$ cat config.mk
export PLATFORM = sky130hd
export DESIGN_NAME = skin_bbox_tracker
export DESIGN_NICKNAME = d
export VERILOG_FILES = /design/src/rtl/skin_bbox_tracker.sv
export SDC_FILE = /design/constraint.sdc
export NUM_CORES = 1
export LEC_CHECK = 0
export ABC_AREA = 1
export CORE_MARGIN = 3
export CORE_UTILIZATION = 57
export DETAILED_ROUTE_END_ITERATION = 8
export GPL_ROUTABILITY_DRIVEN = 0
export PLACE_DENSITY_LB_ADDON = 0.12
export SYNTH_ARGS = -nofsm -noshare
export SYNTH_HDL_FRONTEND = slang
export SYNTH_SLANG_ARGS = --single-unit
$ cat constraint.sdc
create_clock -name iclk -period 2.4 [get_ports iclk]
set_clock_uncertainty 0.15 [all_clocks]
set_input_delay 0.24 -clock iclk [delete_from_list [all_inputs] [get_ports iclk]]
set_output_delay 0.24 -clock iclk [all_outputs]
set_load 0.05 [all_outputs]
$ cat src/rtl/skin_bbox_tracker.sv
// Skin-mask bounding-box tracker: accumulates the min/max column and row and the
// pixel count of nonzero mask pixels over a raster frame, then reports them once.
module skin_bbox_tracker #(
  parameter int H_ACTIVE  = 640,
  parameter int V_ACTIVE  = 480,
  parameter int MIN_COUNT = 64
) (
  input  logic        iclk,
  input  logic        irst_n,
  input  logic        iSOF,
  input  logic        iDVAL,
  input  logic [15:0] iDATA,
  output logic [9:0]  oX_MIN,
  output logic [9:0]  oX_MAX,
  output logic [9:0]  oY_MIN,
  output logic [9:0]  oY_MAX,
  output logic [18:0] oCOUNT,
  output logic        oFOUND,
  output logic        oRVAL
);

  localparam logic [9:0]  X_LAST  = 10'(H_ACTIVE - 1);
  localparam logic [9:0]  Y_LAST  = 10'(V_ACTIVE - 1);
  localparam logic [18:0] CNT_MIN = 19'(MIN_COUNT);

  typedef enum logic [1:0] {IDLE, ACCUM, REPORT} state_t;

  typedef struct packed {
    logic [9:0]  x;
    logic [9:0]  y;
    logic [9:0]  xmin;
    logic [9:0]  xmax;
    logic [9:0]  ymin;
    logic [9:0]  ymax;
    logic [18:0] cnt;
  } acc_t;

  state_t r_state, w_state_nxt;
  acc_t   r_acc, w_acc;
  logic   w_take;

  logic [9:0]  r_xmin_o, r_xmax_o, r_ymin_o, r_ymax_o;
  logic [18:0] r_cnt_o;
  logic        r_found_o, r_rval;

  always_ff @(posedge iclk or negedge irst_n) begin
    if (!irst_n) begin
      r_state <= IDLE;
      r_acc   <= '0;
    end else begin
      r_state <= w_state_nxt;
      r_acc   <= w_acc;
    end
  end

  // iSOF wins in every state: clear first, then the same cycle's pixel lands at (0,0).
  always_comb begin
    w_state_nxt = r_state;
    w_acc       = r_acc;
    w_take      = 1'b0;
    if (iSOF) begin
      w_state_nxt = ACCUM;
      w_acc       = '0;
      w_acc.xmin  = '1;
      w_acc.ymin  = '1;
      w_take      = iDVAL;
    end else begin
      case (r_state)
        ACCUM:   w_take = iDVAL;
        REPORT:  w_state_nxt = IDLE;
        default: w_take = 1'b0;
      endcase
    end
    if (w_take) begin
      if (|iDATA) begin
        if (w_acc.cnt != '1)      w_acc.cnt  = w_acc.cnt + 1'b1;
        if (w_acc.x < w_acc.xmin) w_acc.xmin = w_acc.x;
        if (w_acc.x > w_acc.xmax) w_acc.xmax = w_acc.x;
        if (w_acc.y < w_acc.ymin) w_acc.ymin = w_acc.y;
        if (w_acc.y > w_acc.ymax) w_acc.ymax = w_acc.y;
      end
      if (w_acc.x == X_LAST) begin
        w_acc.x = '0;
        if (w_acc.y == Y_LAST) begin
          w_acc.y     = '0;
          w_state_nxt = REPORT;
        end else begin
          w_acc.y = w_acc.y + 1'b1;
        end
      end else begin
        w_acc.x = w_acc.x + 1'b1;
      end
    end
  end

  // Result registers load from the accumulator as it stood on entry to REPORT.
  always_ff @(posedge iclk or negedge irst_n) begin
    if (!irst_n) begin
      r_xmin_o  <= '0;
      r_xmax_o  <= '0;
      r_ymin_o  <= '0;
      r_ymax_o  <= '0;
      r_cnt_o   <= '0;
      r_found_o <= 1'b0;
      r_rval    <= 1'b0;
    end else begin
      r_rval <= (r_state == REPORT);
      if (r_state == REPORT) begin
        if (r_acc.cnt == '0) begin
          r_xmin_o <= '0;
          r_xmax_o <= '0;
          r_ymin_o <= '0;
          r_ymax_o <= '0;
        end else begin
          r_xmin_o <= r_acc.xmin;
          r_xmax_o <= r_acc.xmax;
          r_ymin_o <= r_acc.ymin;
          r_ymax_o <= r_acc.ymax;
        end
        r_cnt_o   <= r_acc.cnt;
        r_found_o <= (r_acc.cnt != '0) && (r_acc.cnt >= CNT_MIN);
      end
    end
  end

  assign oX_MIN = r_xmin_o;
  assign oX_MAX = r_xmax_o;
  assign oY_MIN = r_ymin_o;
  assign oY_MAX = r_ymax_o;
  assign oCOUNT = r_cnt_o;
  assign oFOUND = r_found_o;
  assign oRVAL  = r_rval;

endmodule

==> impl_metrics.json <==
{
  "status": "finished clean",
  "rsz0062_at_grt": "no",
  "wire_per_inst_um": 14.0,
  "port_buffers": 80,
  "ant_nets": 0,
  "fin_crit_sh_pct": 90.1,
  "r2r_cells": 14,
  "drc": 0,
  "crit_top_cell": "nand2_1",
  "drt_wl_total_um": 19300,
  "h-tree-depth": 4,
  "worst-path-max-fanout": 10,
  "synth_xor_area_share_pct": 0.772,
  "slew_viol_final": 0,
  "r2r_end": "r_acc[24]",
  "rr_startpoint": "r_acc[67]",
  "cts_root_buf": "clkbuf_16",
  "slowest_delay_ns": 0.39,
  "power_mw": 5.44,
  "relSlewSlack_pct": 52.7,
  "multi_input_area_um2": 3640,
  "fmax_ghz": 0.463,
  "synth_compound_area_share_pct": 6.81,
  "path_cells": "nand2_1, inv_1, ha_1, nand2_1, nor2_1, nand2_1, nor2_1, nand3_1, nand2_1, inv_1, nand2_1, buf_4, nand3_1, nand2_1",
  "setup_viol": 0,
  "ys_seq_area_share_pct": 44.7,
  "cap_violations": 0,
  "startpoint": "r_acc[67]",
  "hold_path_class": "input port to flip-flop",
  "synthSimpleGateAreaFrac_pct": 32.8,
  "grt_usage_pct": 26.9,
  "fp.dieW_um": 124,
  "synthMuxAreaShare_pct": 0,
  "cp.required_ns": 2.62,
  "grt_max_degree": 58,
  "syn_avg_cell_area_um2": 7.41,
  "via_count": 7144,
  "syn_inst": 1072,
  "nNetsFinal": 1242,
  "p_per_area_nw_per_um2": 553,
  "vdd_drop_max_v": 0.000464,
  "synthAdderAreaFrac_pct": 5.20,
  "rows": 42,
  "regArea_um2": 3550,
  "critPathCaptureType": "flip-flop",
  "cp-endpoint": "r_acc[24]",
  "cts_tree": "yes",
  "cts_buffers": 17,
  "syn_nets": 1125,
  "first_pass_iters": 5,
  "synth_largest_area_cell": "dfrtp_1",
  "path_class": "flip-flop to flip-flop",
  "synth_cell_types": 37,
  "final_common_cell": "nand2_1",
  "cp.arrival_ns": 2.38,
  "cts_buffer_depth": 2,
  "antenna_found_initial": 1,
  "drive_above_1_share_pct": 11.6,
  "p_leak_nw": 4.97,
  "tightestPinTransition_ns": 0.707,
  "r2r_slack_ns": 0.24,
  "cp-start-kind": "flip-flop",
  "timing_hold_violations_final": 0,
  "start_util_pct": 59.0,
  "synth.top_cell.area_share_pct": 44.7,
  "coreArea_um2": 13500,
  "die_h_um": 124,
  "synth_warnings": 0,
  "fin_crit_ns": 2.16,
  "grt_pass1_vias": 6762,
  "yosys_register_bits": 142,
  "synth_top_family_by_area": "simple AND/OR/NAND/NOR gates",
  "clock_sinks": 142,
  "whs_ns": 0.102,
  "clock_latency_ns": 0.43,
  "die-area_um2": 15400,
  "crit_slowest_cell": "dfrtp_1",
  "yosys-top-cells-area": "dfrtp_1 45%, nand2_1 16%, inv_1 6.7%",
  "areaGrowthSynthToFinish_pct": 23.7,
  "fill_cells": 1089,
  "grt_pass1_wl_um": 32200,
  "clk_pin_slew_ns": 0.06,
  "syn_area_um2": 7940,
  "grt-ovfl-total": 0,
  "drtIter0Drc": 425,
  "layout_common_cells": "336 x nand2_1, 142 x dfrtp_1, 141 x inv_1, 103 x nor2_1, 85 x nand3_1",
  "vias_per_cell": 5.18,
  "dp_hpwl_um": 14200,
  "pin_count": 81
}
-- what timing repair did --
action                                 in CTS  in global routing
buffers inserted                            0                  0
setup endpoints to repair                   0                 20
gates resized for setup                     0                  4
endpoints found under the hold margin      51                  0
hold buffers                                1                  0
-- state kept, by name (all words and copies together), names as in the netlist --
| register | cells |
|---|---|
| r_state | 2 |
| oX_MAX | 10 |
| r_acc | 79 |
| oY_MAX | 10 |
| oX_MIN | 10 |
| oCOUNT | 19 |
| oRVAL | 1 |
| oY_MIN | 10 |
| oFOUND | 1 |
-- report_power, final --
part	switching [mW]	leakage (nW)	internal [mW]	total, mW
registers	0.0212	1.94	2.43	2.45
logic	0.231	2.74	0.119	0.350
clock network	1.00	0.288	1.63	2.63
-- cell type report --
cell class                 instances  area share [%]
inverter                         157            6.05
multi-input combinational        741            37.0
sequential                       142            36.2
antenna                            1          0.0255
timing repair buffer             130            12.5
clock inverter                    10            1.13
clock buffer                      22            4.93
tap                              176            2.24
-- how the worst min path moves through the flow --
| stage | startpoint | end | slack (ns) | cells after the start |
|---|---|---|---|---|
| final | iSOF | r_acc[48] | 0.10 | 4 |
| after global routing | iSOF | r_acc[48] | 0.13 | 4 |
| after CTS | iSOF | r_acc[48] | 0.09 | 4 |
| after detailed placement | irst_n | oCOUNT[6] | 0.06 | 1 |
| after global placement | irst_n | oCOUNT[7] | 0.07 | 1 |
| after floorplan | irst_n | oCOUNT[0] | -0.21 | 0 |
-- through the flow --
stage	TNS (ns)	setup slack (ns)	utilization (%)	instance area, um^2	std cells
after floorplan	0	0.0222	-	7940	1072
after global routing	0	0.0121	73.1	9830	1379
after global placement	-0.148	-0.0174	68.5	9210	1345
after detailed placement	-0.408	-0.0406	68.5	9210	1345
final	0	0.239	73.1	9830	1379
after CTS	0	0.175	73.0	9820	1378
-- logic make-up after synthesis --
family,count (synthesis)
and+or+nand+nor,597
buffers and inverters,189
DFF,142
AOI/OAI and AO/OA,104
adders and majority gates,33
xor gates and xnor gates,7
-- synthesized netlist by cell type, drive strengths merged --
cell    instances
nor2          125
a31oi           5
clkbuf         16
buf            16
inv           156
o21bai          4
nand3          88
nand3b          1
o21a            1
nor3           12
a21oi          18
o21ai          75
dfrtp         142
nand2         349
xor2            5
o22ai           1
nor4            2
nand4          20
xnor2           2
clkinv          1
ha             33
-- metal layers --
metal | track usage, % | up-vias | wire (um)
li1 | - | 3608 | -
met1 | 34.7 | 3295 | 8560
met2 | 44.7 | 194 | 9320
met3 | 5.18 | 47 | 915
met4 | 11.1 | 0 | 549
met5 | 0 | - | 0
-- worst max-delay path, delay by kind of cell (launching register included) --
| kind | cells | cell delay [ns] |
|---|---|---|
| fa+ha+maj | 1 | 0.28 |
| buf+inv | 3 | 0.29 |
| flops | 1 | 0.39 |
| simple gates | 10 | 1.00 |
No activity file was read; power rests on OpenSTA's default activity.
